`config.mk`:
```
export PLATFORM = sky130hd
export DESIGN_NAME = pipeline_ctrl_flat
export DESIGN_NICKNAME = d
export VERILOG_FILES = /design/src/rtl/pipeline_ctrl_if.sv /design/src/rtl/pipeline_ctrl.sv /design/src/flat_wrapper.sv
export SDC_FILE = /design/constraint.sdc
export NUM_CORES = 1
export LEC_CHECK = 0
export CORE_UTILIZATION = 30
export DETAILED_ROUTE_END_ITERATION = 10
export HOLD_SLACK_MARGIN = 0.05
export PLACE_DENSITY = 0.58
export RECOVER_POWER = 100
export SLEW_MARGIN = 20
export SYNTH_ARGS = -nofsm -noshare
export SYNTH_HDL_FRONTEND = slang
export SYNTH_SLANG_ARGS = --single-unit
```
`constraint.sdc`:
```
create_clock -name clk -period 3.86 [get_ports clk]
set_input_delay 1.158 -clock clk [delete_from_list [all_inputs] [get_ports clk]]
set_output_delay 1.158 -clock clk [all_outputs]
set_load 0.1 [all_outputs]
```
`src/rtl/pipeline_ctrl_if.sv`:
```
// Hazard inputs and pipeline-register controls exchanged between the datapath and pipeline_ctrl.
// mem_busy is the only flow control: while it is high every enable is low and nothing is cleared.
interface pipeline_ctrl_if;
    logic [4:0] Rs1D;
    logic [4:0] Rs2D;
    logic [4:0] RdE;
    logic       LoadE;
    logic       PCSrcE;
    logic       mem_busy;
    logic       en_F;
    logic       en_D;
    logic       en_E;
    logic       flush_D;
    logic       flush_E;

    modport master (
        output Rs1D, Rs2D, RdE, LoadE, PCSrcE, mem_busy,
        input  en_F, en_D, en_E, flush_D, flush_E
    );

    modport slave (
        input  Rs1D, Rs2D, RdE, LoadE, PCSrcE, mem_busy,
        output en_F, en_D, en_E, flush_D, flush_E
    );
endinterface

```
`src/rtl/pipeline_ctrl.sv`:
```
// Five-stage pipeline hazard controller: startup flush, load-use bubble, branch flush,
// memory-wait freeze with sticky timeout, and saturating stall/flush statistics.
module pipeline_ctrl #(
    parameter int unsigned STARTUP_CYCLES = 2,
    parameter int unsigned MAX_WAIT       = 255
) (
    input  logic                  clk,
    input  logic                  rst,
    pipeline_ctrl_if.slave        bus,
    output logic [1:0]            state,
    output logic                  mem_timeout,
    output logic [31:0]           stall_cnt,
    output logic [31:0]           flush_cnt
);

    typedef enum logic [1:0] {
        ST_INIT     = 2'd0,
        ST_RUN      = 2'd1,
        ST_MEM_WAIT = 2'd2
    } state_t;

    localparam logic [3:0]  INIT_LAST  = 4'(STARTUP_CYCLES - 1);
    localparam logic [15:0] MAX_WAIT_W = 16'(MAX_WAIT);

    state_t      state_q, state_d;
    logic [3:0]  init_cnt_q, init_cnt_d;
    logic [15:0] wait_cnt_q, wait_cnt_d;
    logic        timeout_q, timeout_d;
    logic [31:0] stall_cnt_q, stall_cnt_d;
    logic [31:0] flush_cnt_q, flush_cnt_d;

    logic en_f, en_d, en_e, flush_d, flush_e;
    logic lu;

    assign lu = bus.LoadE && (bus.RdE != 5'd0) &&
                ((bus.RdE == bus.Rs1D) || (bus.RdE == bus.Rs2D));

    always_comb begin
        state_d     = state_q;
        init_cnt_d  = init_cnt_q;
        wait_cnt_d  = wait_cnt_q;
        timeout_d   = timeout_q;
        stall_cnt_d = stall_cnt_q;
        flush_cnt_d = flush_cnt_q;
        en_f        = 1'b0;
        en_d        = 1'b0;
        en_e        = 1'b0;
        flush_d     = 1'b1;
        flush_e     = 1'b1;

        case (state_q)
            ST_INIT: begin
                if (init_cnt_q >= INIT_LAST) begin
                    state_d    = ST_RUN;
                    init_cnt_d = 4'd0;
                end else begin
                    init_cnt_d = init_cnt_q + 4'd1;
                end
            end

            ST_RUN, ST_MEM_WAIT: begin
                // Priority: memory freeze, then taken branch, then load-use bubble.
                if (bus.mem_busy) begin
                    flush_d = 1'b0;
                    flush_e = 1'b0;
                end else if (bus.PCSrcE) begin
                    en_f = 1'b1;
                    en_d = 1'b1;
                    en_e = 1'b1;
                    if (flush_cnt_q != 32'hFFFF_FFFF) flush_cnt_d = flush_cnt_q + 32'd1;
                end else if (lu) begin
                    en_e    = 1'b1;
                    flush_d = 1'b0;
                end else begin
                    en_f    = 1'b1;
                    en_d    = 1'b1;
                    en_e    = 1'b1;
                    flush_d = 1'b0;
                    flush_e = 1'b0;
                end

                state_d = bus.mem_busy ? ST_MEM_WAIT : ST_RUN;

                if (bus.mem_busy) begin
                    if (wait_cnt_q != 16'hFFFF) wait_cnt_d = wait_cnt_q + 16'd1;
                    if (wait_cnt_d >= MAX_WAIT_W) timeout_d = 1'b1;
                end else begin
                    wait_cnt_d = 16'd0;
                end

                if (!en_f && (stall_cnt_q != 32'hFFFF_FFFF)) stall_cnt_d = stall_cnt_q + 32'd1;
            end

            default: begin
                state_d    = ST_INIT;
                init_cnt_d = 4'd0;
            end
        endcase
    end

    always_ff @(posedge clk or posedge rst) begin
        if (rst) begin
            state_q     <= ST_INIT;
            init_cnt_q  <= 4'd0;
            wait_cnt_q  <= 16'd0;
            timeout_q   <= 1'b0;
            stall_cnt_q <= 32'd0;
            flush_cnt_q <= 32'd0;
        end else begin
            state_q     <= state_d;
            init_cnt_q  <= init_cnt_d;
            wait_cnt_q  <= wait_cnt_d;
            timeout_q   <= timeout_d;
            stall_cnt_q <= stall_cnt_d;
            flush_cnt_q <= flush_cnt_d;
        end
    end

    assign bus.en_F    = en_f;
    assign bus.en_D    = en_d;
    assign bus.en_E    = en_e;
    assign bus.flush_D = flush_d;
    assign bus.flush_E = flush_e;

    assign state       = state_q;
    assign mem_timeout = timeout_q;
    assign stall_cnt   = stall_cnt_q;
    assign flush_cnt   = flush_cnt_q;

endmodule

```
`src/flat_wrapper.sv`:
```
// flat-port wrapper written by rule: the top's interface ports become plain ports
module pipeline_ctrl_flat 
#(
    parameter int unsigned STARTUP_CYCLES = 2,
    parameter int unsigned MAX_WAIT       = 255
)
  (clk, rst, state, mem_timeout, stall_cnt, flush_cnt, bus_Rs1D, bus_Rs2D, bus_RdE, bus_LoadE, bus_PCSrcE, bus_mem_busy, bus_en_F, bus_en_D, bus_en_E, bus_flush_D, bus_flush_E);
  pipeline_ctrl_if bus_i ();
  input  logic clk;
  input  logic rst;
  output logic [1:0] state;
  output logic mem_timeout;
  output logic [31:0] stall_cnt;
  output logic [31:0] flush_cnt;
  input wire logic [$bits(bus_i.Rs1D)-1:0] bus_Rs1D;
  input wire logic [$bits(bus_i.Rs2D)-1:0] bus_Rs2D;
  input wire logic [$bits(bus_i.RdE)-1:0] bus_RdE;
  input wire logic [$bits(bus_i.LoadE)-1:0] bus_LoadE;
  input wire logic [$bits(bus_i.PCSrcE)-1:0] bus_PCSrcE;
  input wire logic [$bits(bus_i.mem_busy)-1:0] bus_mem_busy;
  output wire logic [$bits(bus_i.en_F)-1:0] bus_en_F;
  output wire logic [$bits(bus_i.en_D)-1:0] bus_en_D;
  output wire logic [$bits(bus_i.en_E)-1:0] bus_en_E;
  output wire logic [$bits(bus_i.flush_D)-1:0] bus_flush_D;
  output wire logic [$bits(bus_i.flush_E)-1:0] bus_flush_E;
  assign bus_i.Rs1D = bus_Rs1D;
  assign bus_i.Rs2D = bus_Rs2D;
  assign bus_i.RdE = bus_RdE;
  assign bus_i.LoadE = bus_LoadE;
  assign bus_i.PCSrcE = bus_PCSrcE;
  assign bus_i.mem_busy = bus_mem_busy;
  assign bus_en_F = bus_i.en_F;
  assign bus_en_D = bus_i.en_D;
  assign bus_en_E = bus_i.en_E;
  assign bus_flush_D = bus_i.flush_D;
  assign bus_flush_E = bus_i.flush_E;
  pipeline_ctrl #(.STARTUP_CYCLES(STARTUP_CYCLES), .MAX_WAIT(MAX_WAIT)) u_core (.clk(clk), .rst(rst), .bus(bus_i), .state(state), .mem_timeout(mem_timeout), .stall_cnt(stall_cnt), .flush_cnt(flush_cnt));
endmodule
```
Yosys cells after proc, flatten, opt, wreduce, memory -nomap -nowiden
Cells that the tools add are included.
- register bits: 87
- latch bits: 0
- RAM bits: 0
- ROM bits: 0
- bits of input ports: 20
- output and inout bits: 72
- word-level logic and storage cells: 56
- memories kept: 0
- $add $sub $neg: 4
- multiply operators: 0
- divide/modulo/power cells: 0
- magnitude comparators: 2
- eq/ne operators: 8
- shifts and indexed selects: 0
- mux-type cells: 24
- bitwise logic cells: 1
- reduce and logical (&&, ||, !) cells: 11
- operators with widths (cell ; number):
    adder 32 x 1 -> 32 bit (second input constant) ; 2
    2-to-1 mux 16 bit ; 4
    inequality test 32 bit (second input constant) ; 2
    adder 16 x 1 -> 16 bit (second input constant) ; 1
    greater-or-equal comparator 16 x 8 -> 1 bit (second input constant) ; 1
    inequality test 16 bit (second input constant) ; 1
    2-to-1 mux 1 bit ; 15
    == test 5 bit ; 2
    one-hot mux 4 bit (2 select lines) ; 1
    nonzero test 5 bit ; 1
    adder 4 x 1 -> 4 bit (second input constant) ; 1
    greater-or-equal comparator 4 x 1 -> 1 bit (second input constant) ; 1
    2-to-1 mux 2 bit ; 2
    2-to-1 mux 4 bit ; 1
    one-hot mux 2 bit (2 select lines) ; 1
    AND reduction 4 bit ; 1
    logical AND 1 bit ; 3
    AND reduction 3 bit ; 1
    == test 2 x 1 -> 1 bit (second input constant) ; 1
    == test 2 bit (second input constant) ; 1
    logical NOT 2 bit ; 1
    inequality test 2 x 1 -> 1 bit (second input constant) ; 1
    AND reduction 2 bit ; 1
    OR reduction 2 bit ; 1
    3 further kinds ; 3

Longest topological paths before layout
- depth in word-level cells: 10
- gate-level depth with buffers: 9
- depth with buffers taken out: 8

Worst setup path after synthesis
OpenSTA, ideal clock, no wires.
- kind: register to output
- start: register u_core.state_q[0] (netlist: u_core.state[0])
- end: output bus_en_F
- data arrival time: 4.363 ns
- required time: 2.702 ns
- slack: -1.661 ns
- cell stages (with the launch flop): 8
- buffers on the path: 2
- cell sequence: dfrtp_1 -> inv_1 -> ha_1 -> inv_1 -> clkbuf_1 -> nor2_1 -> o21a_1 -> buf_4
- cells in the longest elaborated chain, start to end: 3
- elaborated cells on any way between the ends: 4
- those cells by class: eq/ne: 2; mux: 1; reduce/logical: 1
- ends and longest elaborated chain (item ; RTL line ; source):
    start: declaration ; pipeline_ctrl.sv:25 ; state_t state_q, state_d;
    start signal: assignment ; pipeline_ctrl.sv:110 ; state_q <= state_d;
    == test 2 x 1 -> 1 bit / == test 2 bit (equally long branches) ; pipeline_ctrl.sv:51 ; case (state_q)
    OR reduction 2 bit (*) ; pipeline_ctrl.sv:51 ;
    2-to-1 mux 1 bit (*) ; pipeline_ctrl.sv:51 ;
    end: declaration ; flat_wrapper.sv:21 ; output wire logic [$bits(bus_i.en_F)-1:0] bus_en_F;
Mark *: on every way between the ends. The rest lies on a longest branch, timed or not.

Worst setup path after layout
- start: input bus_RdE[0]
- end: output bus_en_F
- cells in the longest elaborated chain, start to end: 8
- elaborated cells on any way between the ends: 11
- those cells by class: eq/ne: 2; mux: 5; reduce/logical: 4
- ends and longest elaborated chain (item ; RTL line ; source):
    start: declaration ; flat_wrapper.sv:17 ; input wire logic [$bits(bus_i.RdE)-1:0] bus_RdE;
    == test 5 bit / nonzero test 5 bit (equally long branches) ; pipeline_ctrl.sv:36, pipeline_ctrl.sv:35 ;
    logical OR 1 bit / logical AND 1 bit (equally long branches) ; pipeline_ctrl.sv:36, pipeline_ctrl.sv:35 ;
    logical AND 1 bit (*) ; pipeline_ctrl.sv:35 ; assign lu = bus.LoadE && (bus.RdE != 5'd0) &&
    2-to-1 mux 1 bit (*) ; pipeline_ctrl.sv:71 ; end else if (lu) begin
    2-to-1 mux 1 bit (*) ; pipeline_ctrl.sv:66 ; end else if (bus.PCSrcE) begin
    2-to-1 mux 1 bit (*) ; pipeline_ctrl.sv:63 ; if (bus.mem_busy) begin
    2-to-1 mux 1 bit (*) (2 in a row) ; pipeline_ctrl.sv:51 ;
Mark *: on every way between the ends. The rest lies on a longest branch, timed or not. The select of a mux whose other input is x is not followed.

==> flow_summary_export.csv <==
group,metric,value,unit
status,status,"finished, final reports clean",
synth,synth_warnings,0,
finish,diodes,0,
floorplan,placementRows,45,
route,viasPerCell,5.06,
placed_design,dpl-instance-area,5900,um^2
global_route,grt_pass1_wl,20.2,mm
power_and_ir_drop,power_density,558,nW/um^2
global_route,grt_usage,15.7,%
placed_design,dp_hpwl,8.96,mm
sta,relSlewSlack,4.30,%
critical_path,worstSetupPathType,"in -> out",
sta,finClkSkew,0.00475,ns
power_and_ir_drop,finalPower,3.27,mW
placed_design,place_ws,-0.137,ns
clock_tree,h-tree-depth,3,
job,cap_violations,0,
sta,fin_ws,0.0853,ns
clock_tree,cts_buffers,9,
finish,stdcell_count,807,
min_path,hp-class,"reg -> reg",
sta,fmax,0.265,GHz
sta,period_share,97.8,%
finish,stdcell_area,5860,um^2
synth,synth-seq-cells,87,
synth,synth.cell_area,4780,um^2
global_route,grt_pass1_vias,4011,
clock_tree,root_buffer,"clkbuf_16",
floorplan,coreArea,15400,um^2
sta,worst_slew_pin_slew,1.43,ns
route,avgRoutedWirePerCell,15.0,um
sta,slew_violations,0,
global_route,grt_max_degree,58,
critical_path,startpoint,"bus_RdE[0]",
clock_tree,clock_path_buffers,2,
clock_tree,cts.sinks,87,
critical_path,reg2reg_depth,9,
sta,tns,0,ns
placed_design,numPortBuffers,91,
critical_path,cp_max_fo,2,
finish,areaGrowthSynthToFinish,22.7,%
finish,drive_gt1_share,9.73,%
global_route,antenna_found_initial,0,
critical_path,end_kind,"output port",
power_and_ir_drop,peakVddDrop,0.000394,V
floorplan,num_io_pins,92,
power_and_ir_drop,p_leak,2.45,nW
clock_tree,cts_tree,"built",
synth,synthFlopType,"dfrtp_1",
synth,synth-edff-count,0,
synth,yosysSeqAreaShare,45.6,%
synth,yosysUniqueCellTypes,62,
clock_tree,clk_pin_slew_worst_paths,0.06,ns
finish,final_util,38.1,%
synth,async_flop_share,100,%
sta,rsz0062_at_grt,"no",
floorplan,die_x,128,um
synth,syn_avg_cell_area,9.79,um^2
floorplan,die-height,128,um
critical_path,arrival,2.62,ns
sta,finalHoldViolations,0,
floorplan,die_area,16400,um^2
critical_path,crit_required,2.70,ns
placed_design,dp_cells,790,
critical_path,r2r_slack,0.91,ns
sta,fin_hold_ws,0.485,ns
synth,syn_inst,488,
route,drc,0,
route,first_pass_iters,5,
route,antenna_left,0,
critical_path,timing.rr.end,"u_core.flush_cnt[31]",
global_route,overflow,0,
floorplan,start_util,31.1,%
clock_tree,clk-insertion-delay-late,0.35,ns
critical_path,worst_setup_path_start_kind,"input pin",
placed_design,place_congestion,0.830,
finish,final_nets,619,
critical_path,rr_startpoint,"u_core.state[0]",
route,num_vias,4081,
route,initialDrtViolationCount,247,
route,postRouteWirelength,12.1,mm
sta,fin_crit,3.77,ns
sta,setup_viol,0,
synth,synth_nets,516,
critical_path,crit_end,"bus_en_F",
[layout by cell type, fill, tap and decap left out, types with 3 or more instances in the layout]
| cell | count |
|---|---|
| nor2b_1 | 4 |
| xor2_1 | 21 |
| nand3_2 | 5 |
| a32o_1 | 3 |
| a21oi_1 | 14 |
| ha_1 | 8 |
| and3_1 | 12 |
| nand2_2 | 3 |
| clkdlybuf4s50_1 | 12 |
| dfrtp_1 | 85 |
| nor3_1 | 13 |
| o21ai_0 | 14 |
| o31ai_1 | 8 |
| dlygate4sd2_1 | 4 |
| clkbuf_1 | 76 |
| or4_1 | 3 |
| buf_4 | 10 |
| clkbuf_16 | 9 |
| buf_12 | 3 |
| nand2_1 | 50 |
| nor2_1 | 34 |
| clkbuf_4 | 3 |
| xnor2_1 | 51 |
| or3_1 | 4 |
| nand3_1 | 37 |
| nor4_1 | 5 |
| nand4_1 | 23 |
| a31oi_1 | 9 |
| inv_1 | 12 |
| and4_1 | 7 |
[routing by layer]
metal | wire length, um | vias to the layer above | global-route usage [%]
li1 | - | 1965 | -
met5 | 0 | - | 0
met4 | 225 | 0 | 5.88
met1 | 5600 | 1999 | 19.9
met2 | 5740 | 99 | 25.4
met3 | 572 | 18 | 4.30
[kinds of logic (layout without fill, tap and decap cells)]
family                     Yosys count  in the layout  synth area share, %
AOI/OAI and AO/OA                   69             69                 9.69
xor gates and xnor gates            72             72                 13.2
adders and majority gates            8              8                 2.10
buffers and inverters               29            137                 2.75
DFF                                 87             87                 45.6
muxes                                4              4                0.917
and+or+nand+nor                    219            219                 25.8
[worst min-delay path by stage]
stage                                      end  depth (start not counted)  slack (ns)            startpoint
after floorplan           u_core.init_cnt_q[2]                          2        0.45  u_core.init_cnt_q[2]
after global placement    u_core.init_cnt_q[2]                          2        0.47  u_core.init_cnt_q[2]
after detailed placement  u_core.init_cnt_q[2]                          2        0.48  u_core.init_cnt_q[2]
after CTS                 u_core.init_cnt_q[2]                          2        0.49  u_core.init_cnt_q[2]
after global routing      u_core.flush_cnt[31]                          1        0.50  u_core.flush_cnt[31]
final                     u_core.init_cnt_q[2]                          2        0.49  u_core.init_cnt_q[2]
[final cells by class]
type	instances	area [um^2]
inverters	13	50.0
multi-input cells	372	2470
clock buffers	15	258
clock inverters	1	5.00
flip-flops and latches	87	2180
repair buffers	108	638
well taps	211	264
fillers	1611	9510
[where the power goes]
part / total, mW / switching, mW / internal [mW] / leakage [nW]
Sequential: 1.11 / 0.108 / 0.998 / 1.18
Combinational: 1.36 / 1.05 / 0.314 / 1.14
Clock: 0.799 / 0.345 / 0.454 / 0.128
Total: 3.27 / 1.50 / 1.77 / 2.45
[flip-flops by register name, indices dropped and copies added (netlist names)]
name and flops:
u_core.flush_cnt 32, u_core.wait_cnt_q 16, u_core.mem_timeout 1, u_core.stall_cnt 32, u_core.init_cnt_q 4, u_core.state 2
[cell usage after synthesis, drive strengths merged, types with 2 or more instances]
cell type / instances / area [um^2]
a21oi: 14 / 70.1
o21ai: 16 / 83.8
a31oi: 9 / 56.3
and3: 13 / 87.6
nor2: 35 / 131
buf: 5 / 40.0
nand2: 53 / 204
nor3: 13 / 65.1
o21a: 2 / 15.0
nor2b: 4 / 25.0
nor4: 7 / 88.8
clkbuf: 11 / 42.5
dfrtp: 87 / 2180
or3: 4 / 25.0
o31ai: 8 / 60.1
a32o: 3 / 31.3
and4: 10 / 93.8
a21o: 2 / 15.0
a22o: 2 / 17.5
or4: 3 / 22.5
ha: 8 / 100
mux2: 3 / 33.8
inv: 13 / 48.8
and2: 3 / 18.8
nand4: 25 / 169
o41ai: 2 / 17.5
xor2: 21 / 184
xnor2: 51 / 447
o211ai: 2 / 15.0
nand3: 43 / 253
[repair_timing]
item                                    in CTS  in global routing
hold buffers                                 0                  0
endpoints found under the setup margin       3                  3
resized for setup                            8                  1
cloned                                       0                  0
pin swaps                                    4                  2
setup buffers                                1                  0
[worst max-delay path: stages]
cell,delay (ns)
dlygate4sd2_1,0.24
or4_1,0.55
o21a_1,0.23
nand2_2,0.09
o21a_4,0.17
buf_12,0.17
Power figures use the tool's default switching activity.
